--- src/rtl/fetch_stage.sv ---
// Instruction-fetch stage: owns the fetch PC, drives the I-cache read handshake and
// feeds decode through a valid/ready IF/ID register with a one-entry hold buffer.
module fetch_stage #(
  parameter logic [31:0] RESET_PC  = 32'h4000_0000,
  parameter logic [31:0] NOP_INSTR = 32'h0000_0013
) (
  input  logic        clk,
  input  logic        rst,
  output logic        imem_read,
  output logic [31:0] imem_address,
  input  logic        imem_resp,
  input  logic [31:0] imem_rdata,
  input  logic        redirect_valid,
  input  logic [31:0] redirect_pc,
  input  logic        id_ready,
  output logic        id_valid,
  output logic [31:0] id_instr,
  output logic [31:0] id_pc
);

  localparam logic [1:0] ST_REQ  = 2'd0;
  localparam logic [1:0] ST_HOLD = 2'd1;
  localparam logic [1:0] ST_DROP = 2'd2;

  logic [1:0]  state_q, state_d;
  logic [31:0] addr_q, addr_d;
  logic [31:0] tgt_q, tgt_d;
  logic        hold_valid_q, hold_valid_d;
  logic [31:0] hold_instr_q, hold_instr_d;
  logic [31:0] hold_pc_q, hold_pc_d;
  logic        id_valid_q, id_valid_d;
  logic [31:0] id_instr_q, id_instr_d;
  logic [31:0] id_pc_q, id_pc_d;

  logic [31:0] redirect_tgt;
  logic        out_free;
  logic        transfer;

  assign redirect_tgt = {redirect_pc[31:2], 2'b00};
  assign transfer     = id_valid_q && id_ready;
  assign out_free     = !id_valid_q || id_ready;

  // A request stays up in DROP so the outstanding miss can complete and be discarded.
  assign imem_read    = !rst && (state_q == ST_REQ || state_q == ST_DROP);
  assign imem_address = addr_q;

  assign id_valid = id_valid_q;
  assign id_instr = id_instr_q;
  assign id_pc    = id_pc_q;

  // NOTE: every variable written here gets a default first, so no path leaves a
  // signal unassigned and no latch is inferred.
  always_comb begin
    state_d      = state_q;
    addr_d       = addr_q;
    tgt_d        = tgt_q;
    hold_valid_d = hold_valid_q;
    hold_instr_d = hold_instr_q;
    hold_pc_d    = hold_pc_q;
    id_valid_d   = id_valid_q;
    id_instr_d   = id_instr_q;
    id_pc_d      = id_pc_q;

    if (transfer) begin
      id_valid_d = 1'b0;
      id_instr_d = NOP_INSTR;
    end

    case (state_q)
      ST_REQ: begin
        if (imem_resp) begin
          if (redirect_valid) begin
            addr_d = redirect_tgt;
          end else if (out_free) begin
            id_valid_d = 1'b1;
            id_instr_d = imem_rdata;
            id_pc_d    = addr_q;
            addr_d     = addr_q + 32'd4;
          end else begin
            hold_valid_d = 1'b1;
            hold_instr_d = imem_rdata;
            hold_pc_d    = addr_q;
            addr_d       = addr_q + 32'd4;
            state_d      = ST_HOLD;
          end
        end else if (redirect_valid) begin
          tgt_d   = redirect_tgt;
          state_d = ST_DROP;
        end
      end

      ST_HOLD: begin
        if (redirect_valid) begin
          hold_valid_d = 1'b0;
          addr_d       = redirect_tgt;
          state_d      = ST_REQ;
        end else if (id_ready) begin
          hold_valid_d = 1'b0;
          id_valid_d   = 1'b1;
          id_instr_d   = hold_instr_q;
          id_pc_d      = hold_pc_q;
          state_d      = ST_REQ;
        end
      end

      ST_DROP: begin
        if (redirect_valid) begin
          tgt_d = redirect_tgt;
        end
        // The wrong-path response retires the old request; only then may the address move.
        if (imem_resp) begin
          addr_d  = redirect_valid ? redirect_tgt : tgt_q;
          state_d = ST_REQ;
        end
      end

      default: begin
        state_d = ST_REQ;
      end
    endcase

    if (redirect_valid) begin
      id_valid_d = 1'b0;
      id_instr_d = NOP_INSTR;
    end
  end

  // NOTE: state registers use non-blocking assignments so every flop samples the
  // pre-edge values computed above, independent of statement order.
  always_ff @(posedge clk) begin
    if (rst) begin
      state_q      <= ST_REQ;
      addr_q       <= RESET_PC;
      tgt_q        <= 32'd0;
      hold_valid_q <= 1'b0;
      hold_instr_q <= NOP_INSTR;
      hold_pc_q    <= 32'd0;
      id_valid_q   <= 1'b0;
      id_instr_q   <= NOP_INSTR;
      id_pc_q      <= 32'd0;
    end else begin
      state_q      <= state_d;
      addr_q       <= addr_d;
      tgt_q        <= tgt_d;
      hold_valid_q <= hold_valid_d;
      hold_instr_q <= hold_instr_d;
      hold_pc_q    <= hold_pc_d;
      id_valid_q   <= id_valid_d;
      id_instr_q   <= id_instr_d;
      id_pc_q      <= id_pc_d;
    end
  end

endmodule

--- config.mk ---
export PLATFORM = sky130hd
export DESIGN_NAME = fetch_stage
export DESIGN_NICKNAME = d
export VERILOG_FILES = /design/src/rtl/fetch_stage.sv
export SDC_FILE = /design/constraint.sdc
export NUM_CORES = 1
export LEC_CHECK = 0
export CORE_MARGIN = 5
export CORE_UTILIZATION = 25
export CTS_CLUSTER_SIZE = 20
export DETAILED_ROUTE_END_ITERATION = 16
export GPL_TIMING_DRIVEN = 0
export PLACE_DENSITY_LB_ADDON = 0.1
export SYNTH_ARGS = -nofsm -noshare
export SYNTH_HDL_FRONTEND = slang
export SYNTH_SLANG_ARGS = --single-unit
--- constraint.sdc ---
create_clock -name clk -period 2.15 [get_ports clk]
set_input_delay 0.3225 -clock clk [delete_from_list [all_inputs] [get_ports clk]]
set_output_delay 0.3225 -clock clk [all_outputs]
set_load 0.005 [all_outputs]
## After elaboration in Yosys (flattened, before gate mapping)

Index checks and enable logic that the tools add are counted.
Widths: inputs -> output; s select.

- Bits of input ports: 69
- Word-level logic and storage cells: 73
- Register bits after elaboration: 195

- Bitwise gates (word level): 2
- Reduce and logical (&&, ||, !) cells: 16
- Equality and inequality tests: 14
- Mux-type cells: 32
- Add/sub/neg operators: 1

Operators by type and width:

| cell | count |
|---|---|
| $mux 32 | 15 |
| $pmux 32 s2 | 3 |
| $pmux 32 s3 | 1 |
| $add 32x3->32 const B | 1 |
| $ne 2x2->1 const B | 8 |
| $mux 2 | 7 |
| $ne 3x3->1 const B | 4 |
| $reduce_and 4->1 | 2 |
| $pmux 2 s3 | 1 |
| $reduce_and 6->1 | 1 |
| $reduce_and 5->1 | 1 |
| $mux 1 | 4 |
| $reduce_bool 2->1 | 2 |
| $reduce_bool 3->1 | 1 |
| $eq 2x1->1 const B | 1 |
| $eq 2x2->1 const B | 1 |
| $logic_and 1x1->1 | 2 |
| $logic_not 1->1 | 2 |
| $logic_not 2->1 | 1 |
| $logic_or 1x1->1 | 2 |
| $not 1->1 | 2 |
| $pmux 1 s2 | 1 |
| $reduce_and 2->1 | 1 |
| $reduce_or 2->1 | 1 |

## Logic depth before layout (Yosys ltp)

Gate-level depths: netlist of run 1.

- Depth in word-level cells: 6
- Gate-level depth with buffers: 9
- Mapped depth without buffers: 7

## Worst setup path before layout of run 1

Ideal clock, no wire load.

- Kind: register to register
- From: reg state_q[0]
- To: reg addr_q[14] (netlist: imem_address[14])
- Setup slack: 0.036 ns
- Arrival: 1.987 ns
- Stages on the path, launching flop included: 10
- Period minus slack after synthesis: 2.114 ns
- Buffers on the path: 3
- Cells stage by stage: dfxtp_1 > inv_1 > ha_1 > buf_2 > or2_2 > o211ai_1 > buf_2 > buf_2 > a2bb2oi_1 > nor2_1

- Word-level cells in the longest chain between the ends: 3

Ends and longest elaborated chain:

| element | line | RTL |
|---|---|---|
| start, declared | 25 | `logic [1:0] state_q, state_d;` |
| start signal, assigned | 142 | `state_q <= state_d;` |
| $eq 2x1->1 (tied with other cells) | 69 | `case (state_q)` |
| $ne 2x2->1 (no line) / $reduce_bool 3->1 (equally long branches) | n/a |  |
| $reduce_and 4->1 (no line) | n/a |  |
| end signal, assigned | 143 | `addr_q <= addr_d;` |
| end, declared | 26 | `logic [31:0] addr_q, addr_d;` |

Parallel ways exist; a longest one is shown, timed or not.
A chain may end at the register's enable or synchronous reset.

## Worst setup path after layout of run 1

- From: reg state_q[1]
- To: reg addr_q[18] (netlist: imem_address[18])

The elaborated chain is that of the path after synthesis.

==> impl_summary.md, run 1 <==
Outcome
The run finished with clean final reports.

Layout
The layout has 3600 filler cells. The area taken by flip-flops and latches is 0.003928 sq mm. The finished cells cover 0.01209 sq mm.

From synthesis to final layout, the design area changed by 40.09%. The share of cells above drive strength 1 is 0.1496. After the flow finishes, the layout carries non-filler instances totaling 1725. The area of the multi-input gates is 0.004571 sq mm. The post-layout net count is 1330. For this run, the share of the core covered by cells in the final layout is 0.3527. The count of inserted antenna diode cells is 0.

Floorplanning
The die width is 195.8 microns. The starting utilization of the core area is 0.2518. Pin placement for this block handled 167 I/O pins. The floorplan has 68 rows. The die covers 0.03835 sq mm. Measured along the y axis, the die boundary spans 195.8 microns. The core region is 0.03429 sq mm.

Synth
The cell count after synthesis came out at 1052. The proportion of synthesized flip-flops having asynchronous set or reset is 0. The total number of yosys warnings is 0.

The synthesized netlist occupies a cell area of 0.008633 sq mm. The largest total area in the synthesized netlist belongs to sky130_fd_sc_hd__dfxtp_1. The mean area per synthesized cell is 8.207 sq um. The number of flip-flops and latches in the synthesized netlist is 195. The sequential element share of the synthesized area is 0.4522. The share of synthesized area in the top cell type comes to 0.4522. The net count after synthesis is 1125. In the post-synthesis netlist, the biggest area contributors are sky130_fd_sc_hd__dfxtp_1, sky130_fd_sc_hd__nand2_1, sky130_fd_sc_hd__a21oi_1. The number of synthesized flops with an enable pin is 0. For this run, the leading register cell type out of synthesis is sky130_fd_sc_hd__dfxtp_1. The netlist uses 60 different library cells.

GRT
The number of global-route vias before repair is 8046. The wire length of the first global-routing pass is 51.18 mm. In the global route stage, overall resource usage came out at 0.1717. The number of antenna violations at the first check in global routing is 1.

The global route total overflow is 0. Entering global routing, the biggest net connects 20 pins.

CTS
The clock reaches the later pin of the worst-skew pair after 0.44 ns. TritonCTS built the clock tree. The clock input transition at the sequential cells of the worst setup and hold paths is 0.08 ns. The root buffer cell is sky130_fd_sc_hd__clkbuf_16. The clock net in this run drives a total of 195 sinks. Counting the buffers created by CTS gives 17. CTS built an H-tree with a depth of 4. The clock passes through at most 2 buffers.

Setup path
The critical path buffer and inverter count is 3. The endpoint kind of the worst setup timing path is a flop. At the worst endpoint, the required time is 2.44 ns. The largest individual stage delay along the critical path comes from the cell sky130_fd_sc_hd__a222oi_1. The arrival time of data at the critical path endpoint is 2.40 ns. The maximum single-stage delay on the critical path is 0.39 ns. The maximum fanout count along the critical path is 10. The worst setup path is launched from a flop.

The critical setup path kind is reg2reg. The cell family contributing the most delay on the critical path is compound AO/OA/AOI/OAI gates. The signal on the critical path passes through inv_2 > ha_1 > clkbuf_4 > a21o_1 > a21o_4 > buf_8 > a222oi_1 > a311oi_1.

Placement
After legalization and detailed placement, the total HPWL measured 25.14 mm. Once placement finished, the instance area stood at 0.01081 sq mm. The post-placement setup slack is -0.9050 ns. The number of buffer cells added on primary ports is 161. The number of cells in the design after placement is 1668.

The routability-driven placement congestion ratio is 0.8324.

Hold path
The path class of the lowest-slack min-delay path is in2reg.

STA
For this run, the top clock speed supported by timing is 0.4728 GHz. The number of hold violations in the final report came to 0. The clock skew after layout is 0.01252 ns.

The count of pins over their slew limit is 0. At the pin with the least slew margin, the transition time is 0.7572 ns. Setup repair after global routing could not meet its margin everywhere. The count of endpoints failing setup in the final report is 0. Counting I/O delays and the setup requirement, the final critical path takes 2.115 ns. The final worst-path setup slack is 0.03503 ns. Headroom to the max-slew limit came out at 0.4952. The share of the cycle needed by the critical path after routing is 0.9837.

Pwr
Summed over all cells, the static leakage comes to 4.112 nW. The overall power is 0.01017 W. Power spread over the standard cell area amounts to 841.2 mW/mm^2. The peak ir drop on the vdd network is 569.7 uV.

Detailed routing
After detailed routing, the number of vias per cell comes to 4.919. In the final routed layout, each cell accounts on average for 19.78 microns. The remaining routing DRC violations is 0. The routed design has 34.12 mm of wire. The number of search-and-repair iterations in the first detailed-routing pass is 6. The routed layout has 8486 vias.

The number of nets with antenna violations after detailed routing is 0. The initial DRC count is 738.

Run
Across the run, the number of max-cap violations was 0.
[power breakdown]
group	leakage, nW	internal, W	switching, W
clock network	0.291	0.00167	0.00162
logic	2.23	0.00126	0.00144
registers	1.59	0.00388	0.000307
[final timing paths]
path	startpoint	slack, ns	cells past startpoint	to
setup / recovery	state_q[1]	0.04	8	imem_address[18]
hold / removal	id_ready	0.38	3	id_valid
setup reg to reg	state_q[1]	0.04	8	imem_address[18]
hold reg to reg	hold_pc_q[30]	0.46	2	hold_pc_q[30]
[through the flow]
stage                TNS [ns]  hold WS, ns
global route          -0.1699       0.3974
finish                      0       0.3807
global placement      -140.73       0.4414
CTS                 -0.009482       0.3416
detailed placement    -135.81       0.4468
floorplan                   0       0.4329
[cells by family (layout without fill, tap and decap cells)]
group | after synthesis | after routing | share of synthesized area
mux | 39 | 39 | 0.04551
xor+xnor | 13 | 13 | 0.01319
simple gates | 404 | 405 | 0.2058
flops | 195 | 195 | 0.4522
compound gates | 291 | 291 | 0.2286
buf+inv | 106 | 323 | 0.04899
fa+ha+maj | 4 | 4 | 0.005797
[worst min-delay path, delay by kind of cell]
| kind | cells | cell delay [ns] |
|---|---|---|
| simple gates | 1 | 0.14 |
| buf+inv | 1 | 0.23 |
| compound gates | 1 | 0.08 |
[timing repair]
| action | in CTS | in global routing |
|---|---|---|
| pin swaps | 6 | 17 |
| hold buffers | 0 | 0 |
| resized for setup | 86 | 98 |
| endpoints found under the setup margin | 188 | 140 |
| gates cloned | 0 | 1 |
| setup buffers | 12 | 16 |
[routing by layer]
layer / share of wire / vias up / global-route usage
met5: 0.00038 / - / 0
met4: 0.017 / 2 / 0.04965
met3: 0.052 / 35 / 0.03503
met2: 0.44 / 237 / 0.2582
met1: 0.49 / 4023 / 0.2486
li1: - / 4189 / -
[flip-flops by register name, indices dropped and copies added, names as in the netlist]
register	flops
hold_instr_q	32
hold_pc_q	32
id_instr	32
id_pc	32
id_valid	1
imem_address	32
state_q	2
tgt_q	32
[Yosys cell counts, types with 3 or more instances]
cell type	n
sky130_fd_sc_hd__clkbuf_1	71
sky130_fd_sc_hd__ha_1	4
sky130_fd_sc_hd__nand2b_1	4
sky130_fd_sc_hd__o211ai_1	5
sky130_fd_sc_hd__and4_1	3
sky130_fd_sc_hd__a21o_1	5
sky130_fd_sc_hd__a211oi_1	41
sky130_fd_sc_hd__a22oi_1	13
sky130_fd_sc_hd__and2_1	5
sky130_fd_sc_hd__nand2_1	228
sky130_fd_sc_hd__or3_1	6
sky130_fd_sc_hd__o31a_1	3
sky130_fd_sc_hd__o21ai_0	26
sky130_fd_sc_hd__xnor2_1	7
sky130_fd_sc_hd__o221ai_1	4
sky130_fd_sc_hd__a31oi_1	5
sky130_fd_sc_hd__xor2_1	6
sky130_fd_sc_hd__or2_2	5
sky130_fd_sc_hd__mux2i_1	37
sky130_fd_sc_hd__a221oi_1	16
sky130_fd_sc_hd__and3_1	3
sky130_fd_sc_hd__nor3_1	11
sky130_fd_sc_hd__a21oi_1	108
sky130_fd_sc_hd__nand3_1	19
sky130_fd_sc_hd__nor3_2	3
sky130_fd_sc_hd__o22ai_1	4
sky130_fd_sc_hd__buf_1	4
sky130_fd_sc_hd__nand4_1	6
sky130_fd_sc_hd__a222oi_1	32
sky130_fd_sc_hd__nor4_1	8
sky130_fd_sc_hd__o21a_1	11
sky130_fd_sc_hd__inv_1	11
sky130_fd_sc_hd__nor2b_1	4
sky130_fd_sc_hd__dfxtp_1	195
sky130_fd_sc_hd__buf_2	18
sky130_fd_sc_hd__nor2_1	87
[layout by cell type (no fill, tap or decap), types with 8 or more instances in the layout]
cell                                n
sky130_fd_sc_hd__a211oi_1          40
sky130_fd_sc_hd__a21oi_1          108
sky130_fd_sc_hd__a221oi_1           8
sky130_fd_sc_hd__a222oi_1          32
sky130_fd_sc_hd__a22oi_1            9
sky130_fd_sc_hd__buf_2              9
sky130_fd_sc_hd__buf_4             32
sky130_fd_sc_hd__buf_6              9
sky130_fd_sc_hd__clkbuf_1          26
sky130_fd_sc_hd__clkbuf_16         17
sky130_fd_sc_hd__clkbuf_2          29
sky130_fd_sc_hd__clkbuf_4           9
sky130_fd_sc_hd__clkdlybuf4s50_1  160
sky130_fd_sc_hd__dfxtp_1          182
sky130_fd_sc_hd__dfxtp_2           10
sky130_fd_sc_hd__inv_1              9
sky130_fd_sc_hd__mux2i_1           37
sky130_fd_sc_hd__nand2_1          228
sky130_fd_sc_hd__nand3_1           17
sky130_fd_sc_hd__nor2_1            84
sky130_fd_sc_hd__nor3_1            10
sky130_fd_sc_hd__o21a_1            11
sky130_fd_sc_hd__o21ai_0           25
[layout make-up]
cell class	instances	area share
plain buffers	91	0.04500
flip-flops and latches	195	0.3247
clock buffers	18	0.03549
repair buffers	189	0.1522
clock inverters	14	0.01376
multi-input cells	752	0.3779
inverters	11	0.003828
well taps	455	0.04707
No activity file was read; power rests on OpenSTA's default activity.
==> run 2: changes to the inputs <==
- CORE_ASPECT_RATIO: not set -> 0.8
==> run 2 against run 1 <==
Global-route usage increased by 0.16 points. Register-to-register slack improved by 0.04 ns. Largest cell class unchanged. Critical path depth decreased by 2. Die area about the same. Worst setup slack improved by 0.037 ns. Design area decreased by 0.82%. Sequential power about the same. Total power decreased by 1.0%. Largest power group unchanged.
==> impl_summary.md, run 2 (same netlist as run 1, synthesis figures left out) <==
Setup path
The endpoint required time on the critical path is 2.53 ns. The critical setup path kind is reg2reg. The worst setup path is launched from a flop. The endpoint kind of the worst setup timing path is a flop.

The maximum fanout count along the critical path is 9. The arrival time of data at the critical path endpoint is 2.45 ns.

Layout
The library cells used most frequently in the layout, excluding fill and tap cells, are sky130_fd_sc_hd__nand2_1, sky130_fd_sc_hd__dfxtp_1, sky130_fd_sc_hd__clkdlybuf4s50_1. The count of inserted antenna diode cells is 0. The net count of the finished layout is 1328. The most common library cell in the layout ignoring fill and taps is sky130_fd_sc_hd__nand2_1. The share of cells above drive strength 1 is 0.1443. Summing all non-filler instances in the final layout gives an area of 0.01200 sq mm. The area overhead of the layout relative to synthesis is 38.94%.

Floorplanning
The die is 176.2 microns tall. The top-level I/O count is 167. The total die area is 0.03837 sq mm. The number of rows created at floorplan is 60. For this configuration, the core starts out at a cell density of 0.2550. The die width is 217.8 microns.

The core region is 0.03386 sq mm.

CTS
The root buffer cell is sky130_fd_sc_hd__clkbuf_16. After clock tree synthesis, the flow added hold-fix buffers numbering 0. The number of H-tree branching levels is 4. The number of buffers created by CTS is 17. Clock latency on the worst-skew pair, taken at its later pin, is 0.44 ns.

The number of clock sinks is 195. The clock tree from TritonCTS is yes. The clock input transition at the sequential cells of the worst setup and hold paths is 0.07 ns. The clock tree buffer depth is 2.

STA
Setup violations remaining at the end of the flow were counted as 0. The count of pins over their slew limit is 0. In the finished design, the share of the clock period the worst path needs comes to 0.9667. The worst pin sits at a relative slew slack of 0.4864. The slew at the pin closest to its max-slew limit is 0.7705 ns.

The worst hold slack across all endpoints is 0.3976 ns. The achievable frequency is 0.4811 GHz. The shortest clock period the worst path allows after layout is 2.078 ns.

The clock skew after layout is 0.01003 ns. The number of hold violations in the final report is 0.

Placement
The HPWL after detailed placement is 25.68 mm. The cell area reported after detailed placement is 0.01083 sq mm. The congestion estimate from routability-driven global placement came to 0.8544.

The number of buffer cells added on primary ports is 161.

GRT
The overall fraction of global-route tracks in use is 0.1733. The number of global-route vias before repair is 8036. The met3 capacity usage during global routing is 0.03326. For this run, global-route usage on met2 was measured as 0.2495.

Global routing finished with a remaining overflow of 0. The number of antenna violations at the first check in global routing was 0. The first global-routing pass estimated 51.47 mm of wire.

For this run, global-route usage on met1 was measured as 0.2686. The busiest layer in global routing is met1. The pin count of the biggest net entering global routing is 19.

Detailed routing
The number of search-and-repair iterations in the first detailed-routing pass is 6. The number of nets with antenna violations after detailed routing is 0. The detailed router placed 8444 vias in this run.

The per-cell routed wire length is 19.62 microns. The final routed wirelength across all metal layers is 34.00 mm. The remaining routing DRC violations is 0. The initial DRC count is 783. The detail-routed via count per cell is 4.872.

Pwr
The peak ir drop on the vdd network is 514.8 uV. For this design the ratio of total power to cell area is 839.6 mW/mm^2. For this design the static power due to leakage is 4.069 nW.

Run
The max-capacitance violation count is 0.

Hold path
The path class of the tightest hold or removal check is in2reg.

Outcome
The run finished with clean final reports.
## run 2: cell count changes in the layout (fill, tap and decap cells not counted), sizes merged
cell	previous run	this run
clkinvlp	0	3
bufbuf	0	1
clkinv	6	2
bufinv	1	0
nor2	88	87
## run 2: critical path, cell delays in order (launching register included)
cell and delay, ns:
sky130_fd_sc_hd__dfxtp_1 0.51, sky130_fd_sc_hd__nand2_1 0.20, sky130_fd_sc_hd__or2_2 0.30, sky130_fd_sc_hd__buf_2 0.18, sky130_fd_sc_hd__or4_1 0.52, sky130_fd_sc_hd__a21oi_1 0.18
sky130_fd_sc_hd__o31a_1 0.14
## run 2: worst paths after layout
path,startpoint,slack (ns),end,depth (start not counted)
max,imem_address[15],0.07,imem_address[19],6
min,id_ready,0.40,id_valid,3
max reg2reg,imem_address[15],0.07,imem_address[19],6
min reg2reg,hold_pc_q[16],0.45,hold_pc_q[16],2
## run 2: per-stage QoR
step	setup slack (ns)	power, W	TNS, ns	utilization	cells
5_1_grt	-0.01809	0.01058	-0.01809	0.3543	1733
3_5_place_dp	-0.9380	0.006626	-135.29	0.3198	1678
4_1_cts	-0.002190	0.01008	-0.002190	0.3493	1727
2_1_floorplan	0.03573	0.005405	0	-	1052
6_report	0.07155	0.01007	0	0.3543	1733
3_3_place_gp	-0.8863	0.006624	-130.57	0.3198	1678
## run 2: metal layers
| layer | part of all wire | vias to the layer above |
|---|---|---|
| li1 | - | 4180 |
| met1 | 0.52 | 4016 |
| met2 | 0.42 | 234 |
| met3 | 0.053 | 14 |
| met4 | 0.0085 | 0 |
| met5 | 0 | - |
## run 2: repair_timing
action	in CTS	in global routing
buffers inserted	18	10
gates resized for setup	92	65
setup endpoints to repair	188	117
gates cloned	1	0
pin swaps	10	10
## run 2: area by class of cell
class	count	area (sq um)
Buffer	89	495.5
Clock buffer	20	466.7
Clock inverter	12	111.4
Fill cell	3576	21860
Inverter	11	43.79
Multi-Input combinational cell	751	4513
Sequential cell	195	3926
Tap cell	465	581.8
Timing Repair Buffer	190	1857
## run 2: where the power goes
part | total [W] | switching, W | internal, W
combinational | 0.00268 | 0.00144 | 0.00125
sequential | 0.00420 | 0.000316 | 0.00389
clock | 0.00319 | 0.00157 | 0.00162
==> run 3: changes to the inputs <==
- CORE_UTILIZATION: 25 -> 34
==> run 3 against run 2 <==
Total power grew 1.4%. Sequential share of layout area rose by 0.31 points. Sequential power barely moved. Critical path type unchanged.
==> impl_summary.md, run 3 (same netlist as run 1, synthesis figures left out) <==
Outcome
The flow ran to the end, and the final reports show no timing, DRC or antenna violations.

STA
Setup repair after global routing could not meet its margin everywhere. The number of hold violations in the final report is 0. Dividing the final minimum period by the clock period gives 0.9838. Derived from the worst setup path, the maximum achievable clock frequency is 0.4728 GHz.

The count of endpoints failing setup in the final report is 0. The slew at the pin closest to its max-slew limit is 0.7531 ns. The worst pin sits at a relative slew slack of 0.4980. In the post-route analysis, the smallest setup slack over all paths is 0.03480 ns. The count of pins over their slew limit is 0. The worst hold slack across all endpoints is 0.3855 ns. The clock skew after layout is 0.01188 ns. Subtracting the final worst setup slack from the clock period gives 2.115 ns.

Pwr
Of the total power, the clock network draws 0.332. The switching portion of total power is 0.3223. In this run the power spent charging and discharging nets is 0.003292 W. Of the total power, combinational logic draws 0.258.

The static leakage is 4.081 nW. The proportion of power drawn by flip-flops and latches is 0.410. The design internal power is 0.006922 W. The power density relative to cell area is 860.2 mW/mm^2. IR analysis of the VDD net gives a maximum drop of 529.5 uV.

GRT
Entering global routing, the biggest net connects 20 pins. The global route total overflow is 0. For this run, the total global-route usage over all layers was measured as 0.2035. The number of global-route vias before repair is 7804.

The first global-routing pass estimated 46.55 mm of wire. The number of antenna violations at the first check in global routing is 0.

CTS
The clock tree from TritonCTS is yes. The number of clock sinks is 195. The number of buffers created by CTS is 17. The clock tree buffer depth is 2.

The root buffer cell is sky130_fd_sc_hd__clkbuf_16. The clock input transition at the sequential cells of the worst setup and hold paths is 0.07 ns. The worst-skew pair later-pin latency is 0.44 ns.

The H-tree generated during clock tree synthesis spans 4 levels.

Layout
The most common library cell in the layout ignoring fill and taps is sky130_fd_sc_hd__nand2_1. In the final design database the tool counted 1323 nets. In the final layout, the share of cells above drive strength 1 is 0.1457. The area overhead of the layout relative to synthesis is 37.54%. In the layout the commonest cells are sky130_fd_sc_hd__nand2_1, sky130_fd_sc_hd__dfxtp_1, sky130_fd_sc_hd__clkdlybuf4s50_1. The share of the core filled with cells in the final layout is 0.4716. The count of inserted antenna diode cells is 0.

Detailed routing
The number of vias in the routed layout is 8507. In the routed design, unresolved DRC markers number 0. The final routed wirelength across all metal layers is 30.71 mm. The number of search-and-repair iterations in the first detailed-routing pass is 8.

The per-cell routed wire length is 19.35 microns. Once detail routing completed, the nets flagged for antenna violations numbered 0. The initial DRC count is 977. In the routed layout, each cell is associated on average with a via count of 5.360.

Setup path
The number of cells on the worst reg-to-reg path is 10. The standard cell with the maximum stage delay on the critical path is sky130_fd_sc_hd__dfxtp_2. The most prevalent standard cell on the critical path is sky130_fd_sc_hd__buf_4. The worst setup path is launched from a flop.

For this run, the slowest stage of the critical path takes 0.34 ns. The setup path with the least slack is of type reg2reg. The launching element of the worst setup path is state_q[1]. Setup slack on the worst reg-to-reg path comes out at 0.03 ns.

The endpoint required time on the critical path is 2.48 ns. The endpoint kind of the worst setup timing path is a flop. In this run the worst path has a maximum fanout of 10. For the worst setup path, the data arrival time is 2.45 ns. The worst register-to-register path ends at imem_address[26].

In this run the critical register-to-register path is launched from state_q[1]. Traced cell by cell, the critical path runs through inv_1 > ha_4 > buf_4 > o21bai_2 > o211ai_1 > buf_4 > buf_4 > a221oi_2 > a2bb2oi_1 > nor3_1.

Hold path
The tightest min-delay check is of the in2reg type. The worst hold path passes through 3 cells. The launch point of the worst hold path is rst. The worst hold path terminates at imem_address[26].

Run
Max-cap violations in this run came to 0.

Floorplanning
The die width is 188.2 microns. The initial utilization of the core area, before any placement, comes to 0.3429. The top-level I/O count is 167. Measured along the y axis, the die boundary spans 152.5 microns. The core footprint is 0.02518 sq mm. The number of rows created at floorplan is 52. The die covers 0.02870 sq mm.

Placement
The placed wire-length estimate is 22.71 mm. Routability-driven placement finished with a final weighted congestion of 0.8933. The number of buffer cells added on primary ports is 161. OpenSTA, run right after detailed placement, puts the worst setup slack at -0.7378 ns.
==> run 3: worst max-delay path by stage <==
stage / endpoint / slack, ns / cells past startpoint
after floorplan: imem_address[14] / 0.04 / 9
after global placement: id_instr[0] / -0.72 / 7
after detailed placement: id_instr[4] / -0.74 / 7
after CTS: imem_address[21] / -0.07 / 9
after global routing: imem_address[21] / -0.06 / 10
final: imem_address[26] / 0.03 / 10
==> run 3: area by class of cell <==
class                   instances  area (sq um)
clock inverters                14         188.9
well taps                     324         405.4
plain buffers                  90         524.3
multi-input cells             751          4558
flip-flops and latches        195          3924
inverters                      11         41.29
repair buffers                184          1793
clock buffers                  18         439.2
fillers                      2489         13310
==> run 3: power groups by stage <==
stage | combinational (W) | clock (W) | sequential [W]
floorplan | 0.00125 | 0 | 0.00416
global placement | 0.00230 | 0 | 0.00423
detailed placement | 0.00230 | 0 | 0.00424
CTS | 0.00243 | 0.00346 | 0.00416
global route | 0.00283 | 0.00362 | 0.00422
finish | 0.00263 | 0.00339 | 0.00419
==> run 3: repair_timing <==
item / CTS / global route
setup buffers: 9 / 13
gates resized for setup: 69 / 103
hold endpoints to repair: 0 / 0
setup endpoints to repair: 188 / 186
pin swaps: 7 / 12
gates cloned: 0 / 1
hold buffers: 0 / 0
==> run 3: through the flow <==
| stage | std cells | TNS [ns] | total power (W) | instance area (sq um) |
|---|---|---|---|---|
| 2_1_floorplan | 1052 | 0 | 0.005405 | 8633 |
| 3_5_place_dp | 1537 | -109.22 | 0.006539 | 10650 |
| 5_1_grt | 1587 | -0.4072 | 0.01067 | 11870 |
| 3_3_place_gp | 1537 | -110.51 | 0.006531 | 10650 |
| 6_report | 1587 | 0 | 0.01021 | 11870 |
| 4_1_cts | 1577 | -0.1821 | 0.01005 | 11520 |
==> run 3: critical path: cells and delay by family (launching register included) <==
family	cells	cell delay (ns)
buffers and inverters	4	0.57
AND/OR/NAND/NOR	1	0.06
AO/OA/AOI/OAI	4	0.85
flip-flops	1	0.34
adder cells (fa/ha/maj)	1	0.18
==> run 3: routing by layer <==
metal  track usage  routed length, microns
met4       0.03739                     221
met5             0                       0
met3       0.04146                    2399
met1        0.3253                   15550
met2        0.2801                   12530
